$ cat src/rtl/kmeans_pkg.sv
// Shared parameters and types for the k-means centroid update stage.
package kmeans_pkg;

    localparam int unsigned COORD_W      = 32;
    localparam int unsigned NUM_CLUSTERS = 4;
    localparam int unsigned IDX_W        = $clog2(NUM_CLUSTERS);
    localparam int unsigned CNT_W        = 16;
    localparam int unsigned SUM_W        = COORD_W + CNT_W;

    localparam logic [CNT_W-1:0] CNT_MAX = '1;

    typedef enum logic [1:0] {
        StAccum,
        StDivide,
        StEmit,
        StClear
    } cu_state_t;

    // Min-finder may present an index beyond the configured cluster count.
    function automatic logic idx_in_range(input logic [IDX_W-1:0] idx);
        return 32'(idx) < NUM_CLUSTERS;
    endfunction

endpackage

$ cat src/rtl/centroid_update_if.sv
// Point input and centroid output bundle of the centroid update stage.
interface centroid_update_if;
    import kmeans_pkg::*;

    logic               pt_valid;
    logic               pt_ready;
    logic [COORD_W-1:0] pt_x;
    logic [COORD_W-1:0] pt_y;
    logic [IDX_W-1:0]   pt_idx;
    logic               epoch_end;
    logic               cen_valid;
    logic [IDX_W-1:0]   cen_idx;
    logic [COORD_W-1:0] cen_x;
    logic [COORD_W-1:0] cen_y;
    logic               cen_empty;
    logic               busy;
    logic               done;
    logic               cnt_ovf;

    // Upstream datapath / downstream centroid stores side.
    modport master (
        output pt_valid, pt_x, pt_y, pt_idx, epoch_end,
        input  pt_ready, cen_valid, cen_idx, cen_x, cen_y, cen_empty, busy, done, cnt_ovf
    );

    // Centroid update block side.
    modport slave (
        input  pt_valid, pt_x, pt_y, pt_idx, epoch_end,
        output pt_ready, cen_valid, cen_idx, cen_x, cen_y, cen_empty, busy, done, cnt_ovf
    );

endinterface

$ cat src/rtl/centroid_update_seq_divider.sv
// Unsigned restoring divider with a fixed SUM_W-cycle latency.
// The first iteration is folded into the start edge, so done rises
// SUM_W-1 edges after start and the quotient is usable on the SUM_W-th edge.
module seq_divider
    import kmeans_pkg::*;
(
    input  logic               clk,
    input  logic               reset,
    input  logic               start,
    input  logic [SUM_W-1:0]   dividend,
    input  logic [CNT_W-1:0]   divisor,
    output logic [COORD_W-1:0] quotient,
    output logic               done
);

    localparam int unsigned ITER_W = $clog2(SUM_W + 1);

    logic [SUM_W-1:0]  quo_q, quo_d, quo_src;
    logic [CNT_W-1:0]  rem_q, rem_d, rem_src;
    logic [CNT_W-1:0]  div_q, div_src;
    logic [CNT_W:0]    partial;
    logic [CNT_W-1:0]  diff;
    logic              ge;
    logic [ITER_W-1:0] iter_q, iter_d;

    assign done     = (iter_q == ITER_W'(SUM_W));
    // Quotient never exceeds the largest coordinate, so the low bits suffice.
    assign quotient = quo_q[COORD_W-1:0];

    // One shift-subtract step; operands come from the inputs on the start cycle.
    always_comb begin
        rem_src = start ? '0 : rem_q;
        quo_src = start ? dividend : quo_q;
        div_src = start ? divisor : div_q;
        partial = {rem_src, quo_src[SUM_W-1]};
        ge      = (partial >= {1'b0, div_src});
        // Only used when ge, where the true difference fits in CNT_W bits.
        diff    = partial[CNT_W-1:0] - div_src;
        rem_d   = rem_q;
        quo_d   = quo_q;
        iter_d  = iter_q;
        if (start || (iter_q != '0 && !done)) begin
            rem_d  = ge ? diff : partial[CNT_W-1:0];
            quo_d  = {quo_src[SUM_W-2:0], ge};
            iter_d = start ? ITER_W'(1) : iter_q + 1'b1;
        end
    end

    // Divider state registers.
    always_ff @(posedge clk or posedge reset) begin
        if (reset) begin
            quo_q  <= '0;
            rem_q  <= '0;
            div_q  <= '0;
            iter_q <= '0;
        end else begin
            quo_q  <= quo_d;
            rem_q  <= rem_d;
            div_q  <= div_src;
            iter_q <= iter_d;
        end
    end

endmodule

$ cat src/rtl/centroid_update.sv
// k-means centroid update: accumulates per-cluster sums/counts over an epoch,
// then divides and emits one centroid per cluster.
// Optional feature macro: CENTROID_ROUND_EN (round-half-up quotient).
module centroid_update
    import kmeans_pkg::*;
(
    input  logic             clk,
    input  logic             reset,
    centroid_update_if.slave bus
);

    cu_state_t state_q, state_d;
    logic [IDX_W-1:0] k_q, k_d;

    logic [SUM_W-1:0] sum_x_q [NUM_CLUSTERS];
    logic [SUM_W-1:0] sum_y_q [NUM_CLUSTERS];
    logic [CNT_W-1:0] cnt_q   [NUM_CLUSTERS];
    logic [SUM_W-1:0] sum_x_d [NUM_CLUSTERS];
    logic [SUM_W-1:0] sum_y_d [NUM_CLUSTERS];
    logic [CNT_W-1:0] cnt_d   [NUM_CLUSTERS];
    logic             ovf_q, ovf_d;

    logic               decide;
    logic               div_start;
    logic               emit_load;
    logic               emit_empty;
    logic [SUM_W-1:0]   dividend_x, dividend_y;
    logic [CNT_W-1:0]   divisor;
    logic [COORD_W-1:0] quo_x, quo_y;
    logic               done_x, done_y;

    logic [IDX_W-1:0]   cen_idx_q;
    logic [COORD_W-1:0] cen_x_q, cen_y_q;
    logic               cen_empty_q;

    // Accumulate accepted points; a saturated counter drops the point and flags overflow.
    always_comb begin
        for (int i = 0; i < int'(NUM_CLUSTERS); i++) begin
            sum_x_d[i] = sum_x_q[i];
            sum_y_d[i] = sum_y_q[i];
            cnt_d[i]   = cnt_q[i];
        end
        ovf_d = ovf_q;
        if (state_q == StAccum && bus.pt_valid && idx_in_range(bus.pt_idx)) begin
            if (cnt_q[bus.pt_idx] == CNT_MAX) begin
                ovf_d = 1'b1;
            end else begin
                sum_x_d[bus.pt_idx] = sum_x_q[bus.pt_idx] + SUM_W'(bus.pt_x);
                sum_y_d[bus.pt_idx] = sum_y_q[bus.pt_idx] + SUM_W'(bus.pt_y);
                cnt_d[bus.pt_idx]   = cnt_q[bus.pt_idx] + 1'b1;
            end
        end
        if (state_q == StClear) begin
            for (int i = 0; i < int'(NUM_CLUSTERS); i++) begin
                sum_x_d[i] = '0;
                sum_y_d[i] = '0;
                cnt_d[i]   = '0;
            end
            ovf_d = 1'b0;
        end
    end

    // Epoch sequencing; 'decide' picks divide or direct empty emit for cluster k_d.
    always_comb begin
        state_d    = state_q;
        k_d        = k_q;
        decide     = 1'b0;
        div_start  = 1'b0;
        emit_load  = 1'b0;
        emit_empty = 1'b0;
        unique case (state_q)
            StAccum: begin
                if (bus.epoch_end) begin
                    k_d    = '0;
                    decide = 1'b1;
                end
            end
            StDivide: begin
                if (done_x && done_y) begin
                    state_d   = StEmit;
                    emit_load = 1'b1;
                end
            end
            StEmit: begin
                if (k_q == IDX_W'(NUM_CLUSTERS - 1)) begin
                    state_d = StClear;
                end else begin
                    k_d    = k_q + 1'b1;
                    decide = 1'b1;
                end
            end
            StClear: begin
                state_d = StAccum;
            end
        endcase
        if (decide) begin
            if (cnt_d[k_d] == '0) begin
                state_d    = StEmit;
                emit_load  = 1'b1;
                emit_empty = 1'b1;
            end else begin
                state_d   = StDivide;
                div_start = 1'b1;
            end
        end
    end

    // Divider operands; the *_d view includes a point accepted alongside epoch_end.
`ifdef CENTROID_ROUND_EN
    logic [SUM_W-1:0] bias;
    always_comb begin
        bias       = SUM_W'(cnt_d[k_d] >> 1);
        dividend_x = sum_x_d[k_d] + bias;
        dividend_y = sum_y_d[k_d] + bias;
        divisor    = cnt_d[k_d];
    end
`else
    always_comb begin
        dividend_x = sum_x_d[k_d];
        dividend_y = sum_y_d[k_d];
        divisor    = cnt_d[k_d];
    end
`endif

    seq_divider u_div_x (
        .clk      (clk),
        .reset    (reset),
        .start    (div_start),
        .dividend (dividend_x),
        .divisor  (divisor),
        .quotient (quo_x),
        .done     (done_x)
    );

    seq_divider u_div_y (
        .clk      (clk),
        .reset    (reset),
        .start    (div_start),
        .dividend (dividend_y),
        .divisor  (divisor),
        .quotient (quo_y),
        .done     (done_y)
    );

    // State, accumulators and registered centroid outputs.
    always_ff @(posedge clk or posedge reset) begin
        if (reset) begin
            state_q     <= StAccum;
            k_q         <= '0;
            ovf_q       <= 1'b0;
            cen_idx_q   <= '0;
            cen_x_q     <= '0;
            cen_y_q     <= '0;
            cen_empty_q <= 1'b0;
            for (int i = 0; i < int'(NUM_CLUSTERS); i++) begin
                sum_x_q[i] <= '0;
                sum_y_q[i] <= '0;
                cnt_q[i]   <= '0;
            end
        end else begin
            state_q <= state_d;
            k_q     <= k_d;
            ovf_q   <= ovf_d;
            for (int i = 0; i < int'(NUM_CLUSTERS); i++) begin
                sum_x_q[i] <= sum_x_d[i];
                sum_y_q[i] <= sum_y_d[i];
                cnt_q[i]   <= cnt_d[i];
            end
            if (emit_load) begin
                cen_idx_q   <= k_d;
                cen_x_q     <= emit_empty ? '0 : quo_x;
                cen_y_q     <= emit_empty ? '0 : quo_y;
                cen_empty_q <= emit_empty;
            end
        end
    end

    assign bus.pt_ready  = (state_q == StAccum);
    assign bus.busy      = (state_q != StAccum);
    assign bus.cen_valid = (state_q == StEmit);
    assign bus.done      = (state_q == StClear);
    assign bus.cen_idx   = cen_idx_q;
    assign bus.cen_x     = cen_x_q;
    assign bus.cen_y     = cen_y_q;
    assign bus.cen_empty = cen_empty_q;
    assign bus.cnt_ovf   = ovf_q;

endmodule

$ cat src/flat_wrapper.sv
// flat-port wrapper written by rule: the top's interface ports become plain ports
module centroid_update_flat import kmeans_pkg::*;
  (clk, reset, bus_pt_valid, bus_pt_x, bus_pt_y, bus_pt_idx, bus_epoch_end, bus_pt_ready, bus_cen_valid, bus_cen_idx, bus_cen_x, bus_cen_y, bus_cen_empty, bus_busy, bus_done, bus_cnt_ovf);
  centroid_update_if bus_i ();
  input  logic clk;
  input  logic reset;
  input wire logic [$bits(bus_i.pt_valid)-1:0] bus_pt_valid;
  input wire logic [$bits(bus_i.pt_x)-1:0] bus_pt_x;
  input wire logic [$bits(bus_i.pt_y)-1:0] bus_pt_y;
  input wire logic [$bits(bus_i.pt_idx)-1:0] bus_pt_idx;
  input wire logic [$bits(bus_i.epoch_end)-1:0] bus_epoch_end;
  output wire logic [$bits(bus_i.pt_ready)-1:0] bus_pt_ready;
  output wire logic [$bits(bus_i.cen_valid)-1:0] bus_cen_valid;
  output wire logic [$bits(bus_i.cen_idx)-1:0] bus_cen_idx;
  output wire logic [$bits(bus_i.cen_x)-1:0] bus_cen_x;
  output wire logic [$bits(bus_i.cen_y)-1:0] bus_cen_y;
  output wire logic [$bits(bus_i.cen_empty)-1:0] bus_cen_empty;
  output wire logic [$bits(bus_i.busy)-1:0] bus_busy;
  output wire logic [$bits(bus_i.done)-1:0] bus_done;
  output wire logic [$bits(bus_i.cnt_ovf)-1:0] bus_cnt_ovf;
  assign bus_i.pt_valid = bus_pt_valid;
  assign bus_i.pt_x = bus_pt_x;
  assign bus_i.pt_y = bus_pt_y;
  assign bus_i.pt_idx = bus_pt_idx;
  assign bus_i.epoch_end = bus_epoch_end;
  assign bus_pt_ready = bus_i.pt_ready;
  assign bus_cen_valid = bus_i.cen_valid;
  assign bus_cen_idx = bus_i.cen_idx;
  assign bus_cen_x = bus_i.cen_x;
  assign bus_cen_y = bus_i.cen_y;
  assign bus_cen_empty = bus_i.cen_empty;
  assign bus_busy = bus_i.busy;
  assign bus_done = bus_i.done;
  assign bus_cnt_ovf = bus_i.cnt_ovf;
  centroid_update u_core (.clk(clk), .reset(reset), .bus(bus_i));
endmodule
$ cat config.mk
export PLATFORM = sky130hd
export DESIGN_NAME = centroid_update_flat
export DESIGN_NICKNAME = d
export VERILOG_FILES = /design/src/rtl/kmeans_pkg.sv /design/src/rtl/centroid_update_if.sv /design/src/rtl/centroid_update_seq_divider.sv /design/src/rtl/centroid_update.sv /design/src/flat_wrapper.sv
export SDC_FILE = /design/constraint.sdc
export NUM_CORES = 2
export LEC_CHECK = 0
export ABC_CLOCK_PERIOD_IN_PS = 48900
export BUFFER_PORTS_ARGS = -buffer_cell sky130_fd_sc_hd__buf_2
export CAP_MARGIN = 5
export CORE_MARGIN = 5
export CORE_UTILIZATION = 38
export CTS_CLUSTER_DIAMETER = 150
export CTS_CLUSTER_SIZE = 14
export DETAILED_ROUTE_END_ITERATION = 10
export GPL_ROUTABILITY_DRIVEN = 1
export PLACE_DENSITY = 0.53
export SETUP_SLACK_MARGIN = 0.05
export SKIP_LAST_GASP = 1
export SLEW_MARGIN = 20
export SYNTH_ARGS = -nofsm -noshare
export SYNTH_HDL_FRONTEND = slang
export SYNTH_SLANG_ARGS = --single-unit
$ cat constraint.sdc
create_clock -name clk -period 48.9 [get_ports clk]
set_input_delay 4.89 -clock clk [delete_from_list [all_inputs] [get_ports clk]]
set_output_delay 4.89 -clock clk [all_outputs]
set_load 0.05 [all_outputs]
==> qor.txt <==
====================================================================================================
Status ................................................................................ complete, no violations
Antenna violations before repair ......................................................            2
Detailed placer's ending HPWL .........................................................     88300 um
Class of the tightest hold or removal check ...........................................      reg2reg
1st-pass router iterations ............................................................            6
Average wire per cell in the routed design ............................................      24.0 um
Row count .............................................................................          119
Num Clock Sinks .......................................................................          692
CP Launch Type ........................................................................    input pin
CTS HTree Levels ......................................................................            2
Worst voltage drop across the vdd grid ................................................      64.1 uV
Required time of the worst setup path .................................................     49.43 ns
Post-Synthesis Net Count ..............................................................         4569
Buffer cell driving the clock tree root ............................................... sky130_fd_sc_hd__clkbuf_16
Clock-pin slew reported for the worst setup and hold paths after clock tree synthesis .      0.07 ns
Die extent in x .......................................................................       337 um
Setup TNS .............................................................................         0 ns
Global-route wire length before repair ................................................    210000 um
Layout cell share with drive strength beyond 1 ........................................        0.115
Crit. End Element .....................................................................    flip-flop
Die boundary height ...................................................................       337 um
Leading cell types in the layout, fill and taps excluded .............................. sky130_fd_sc_hd__nand2_1, sky130_fd_sc_hd__dfrtp_1, sky130_fd_sc_hd__a21oi_1
Routability cong. .....................................................................        0.873
Fin cells .............................................................................         5717
Post-CTS Setup Bufs ...................................................................            0
Overflow left after global routing ....................................................            0
Power Dens Cells ...................................................................... 71.3 mW/mm^2
Count of yosys warnings during synthesis ..............................................            0
Final Routed Wirelength ...............................................................    137000 um
Resize count post-CTS .................................................................            0
Number of instances in the synthesized netlist ........................................         4394
Worst-skew pair later-pin latency .....................................................      0.65 ns
Critical path's largest stage delay ...................................................      0.76 ns
Max Clock Skew ........................................................................    0.0341 ns
Initial drt markers ...................................................................         3297
Average cell area after synthesis .....................................................    9.22 um^2
Crit path top cell by count ........................................................... sky130_fd_sc_hd__a21oi_1
Number of buffers inserted during clock tree synthesis ................................           55
Most common cell after layout, fill and taps aside .................................... sky130_fd_sc_hd__nand2_1
Antenna-violating nets left ...........................................................            0
Proportion of synthesized chip area in sequential cells ...............................        0.427
Register bit total from synthesis .....................................................          692
Share of the clock period used by the worst path after layout .........................        0.282
Predominant post-synthesis flop cell .................................................. sky130_fd_sc_hd__dfrtp_1
Async set or reset register ratio after synthesis .....................................         1.00
Biggest fanout along the worst timing path ............................................          184
DRC errors left .......................................................................            0
Area grow syn2layout ..................................................................        8.19%
Unique cell type count in the Yosys netlist ...........................................           84
Netlist area before placement .........................................................  0.0405 mm^2
Maximum number of buffers from clock root to sink .....................................            3
Detail-routed via count per cell ......................................................         5.88
Via count .............................................................................        33600
# placed instances ....................................................................         5656
Number of pins exceeding their max-slew limit in the final report .....................            0
Number of hold violations in the final report .........................................            0
Count of flip-flops with a built-in enable after synthesis ............................            0
Die ar. ...............................................................................   0.113 mm^2
Worst slew pin tran ...................................................................      1.20 ns
Nets ..................................................................................         4498
Count of input and output buffers .....................................................          141
Pin count of the biggest net entering global routing ..................................          194
Leak Pwr ..............................................................................      18.9 nW
CP max stage cell ..................................................................... sky130_fd_sc_hd__buf_4
Worst setup slack for register-to-register paths ......................................     39.41 ns
Total setup violations reported at the end of the flow ................................            0
Setup CP Type .........................................................................       in2reg
Io pins ...............................................................................          142
Maximum clock rate ....................................................................     72.5 MHz
Max cap viols .........................................................................            0
Starting Density ......................................................................        0.384
Via count of the first global-routing pass ............................................        33500
Critical path arrival .................................................................     14.32 ns
Setup repair after global routing missed its margin ...................................        false
Final critical delay including setup and external delays ..............................     13.80 ns
Slew margin rel. ......................................................................        0.196
TritonCTS clock tree ..................................................................         done
Global-route usage over all layers ....................................................        0.238
CORE AREA .............................................................................   0.106 mm^2
Quantity of hold-fixing buffers added after cts .......................................            0
====================================================================================================
## final cells by class
cell class | count | area, um^2
Clock inverter | 3 | 33.8
Inverter | 95 | 379
Fill cell | 10400 | 61700
Clock buffer | 56 | 1400
Timing Repair Buffer | 199 | 1260
Antenna cell | 1 | 2.50
Multi-Input combinational cell | 3280 | 21700
Sequential cell | 692 | 17300
Tap cell | 1391 | 1740
## cells in the mapped netlist, types with 94 or more instances
library cell	number	area, um^2
sky130_fd_sc_hd__a211oi_1	109	818
sky130_fd_sc_hd__ha_1	101	1260
sky130_fd_sc_hd__mux4_2	169	3810
sky130_fd_sc_hd__nand3_1	96	480
sky130_fd_sc_hd__o21ai_0	214	1070
sky130_fd_sc_hd__mux2i_1	102	1020
sky130_fd_sc_hd__inv_1	94	353
sky130_fd_sc_hd__nand2_1	852	3200
sky130_fd_sc_hd__clkbuf_1	225	845
sky130_fd_sc_hd__a21oi_1	456	2280
sky130_fd_sc_hd__nor2_1	337	1260
sky130_fd_sc_hd__dfrtp_1	692	17300
## kinds of logic (layout without fill, tap and decap cells)
| kind of cell | count (synthesis) | count (layout) | share of synthesized area |
|---|---|---|---|
| DFF | 692 | 692 | 0.427 |
| adders and majority gates | 105 | 105 | 0.0332 |
| xor gates and xnor gates | 124 | 124 | 0.0268 |
| buffers and inverters | 422 | 353 | 0.0407 |
| AOI/OAI and AO/OA | 1205 | 1205 | 0.184 |
| other | 0 | 1 | 0 |
| and+or+nand+nor | 1563 | 1563 | 0.166 |
| muxes | 283 | 283 | 0.122 |
## sequential cells by signal, summed over array words and instances (netlist names), 6 cells and up
| register | cells |
|---|---|
| u_core.sum_x_q | 192 |
| u_core.sum_y_q | 192 |
| u_core.cnt_q | 64 |
| u_core.u_div_x.quo_q | 48 |
| u_core.u_div_y.quo_q | 48 |
| u_core.bus.cen_x | 32 |
| u_core.bus.cen_y | 32 |
| u_core.u_div_x.div_q | 16 |
| u_core.u_div_x.rem_q | 16 |
| u_core.u_div_y.div_q | 16 |
| u_core.u_div_y.rem_q | 16 |
| u_core.u_div_x.iter_q | 6 |
| u_core.u_div_y.iter_q | 6 |
## layer usage
metal | vias to the layer above | GRT usage | share of wire
met3 | 207 | 0.0256 | 0.051
met2 | 981 | 0.391 | 0.47
met4 | 2 | 0.0834 | 0.039
met1 | 16900 | 0.329 | 0.44
li1 | 15500 | - | -
met5 | - | 0 | 0.000080
## per-stage QoR
| stage | instance area [um^2] | worst slack [ns] | util | power [mW] | hold WS (ns) |
|---|---|---|---|---|---|
| 2_1_floorplan | 40500 | 24.61 | - | 2.18 | 0.440 |
| 3_3_place_gp | 42400 | 34.63 | 0.401 | 2.70 | 0.458 |
| 3_5_place_dp | 42400 | 34.45 | 0.401 | 2.71 | 0.466 |
| 4_1_cts | 43800 | 35.13 | 0.415 | 3.14 | 0.481 |
| 5_1_grt | 43800 | 34.25 | 0.415 | 3.34 | 0.500 |
| 6_report | 43800 | 35.10 | 0.415 | 3.12 | 0.483 |
## worst paths after layout
kind | startpoint | depth (start not counted) | endpoint
worst max-delay path | bus_pt_idx[0] | 28 | u_core.u_div_x.rem_q[5]
worst min-delay path | u_core.bus.cen_empty | 1 | u_core.bus.cen_empty
max in group asynchronous | reset | 4 | u_core.sum_x_q[147]
min in group asynchronous | reset | 2 | u_core.sum_y_q[181]
worst max register to register | u_core.state_q[1] | 27 | u_core.u_div_x.rem_q[5]
worst min register to register | u_core.bus.cen_empty | 1 | u_core.bus.cen_empty
## report_power, final
group,leakage [nW],switching (mW),internal [mW]
Sequential,9.04,0.150,0.786
Combinational,9.12,1.14,0.627
Clock,0.706,0.215,0.202
## worst max-delay path: cells and delay by family
family | cells | cell delay, ns
buffers and inverters | 5 | 2.55
AO/OA/AOI/OAI | 15 | 3.93
multiplexers | 1 | 0.54
adder cells (fa/ha/maj) | 2 | 0.60
AND/OR/NAND/NOR | 5 | 1.69
(Power assumes the default switching activity.)
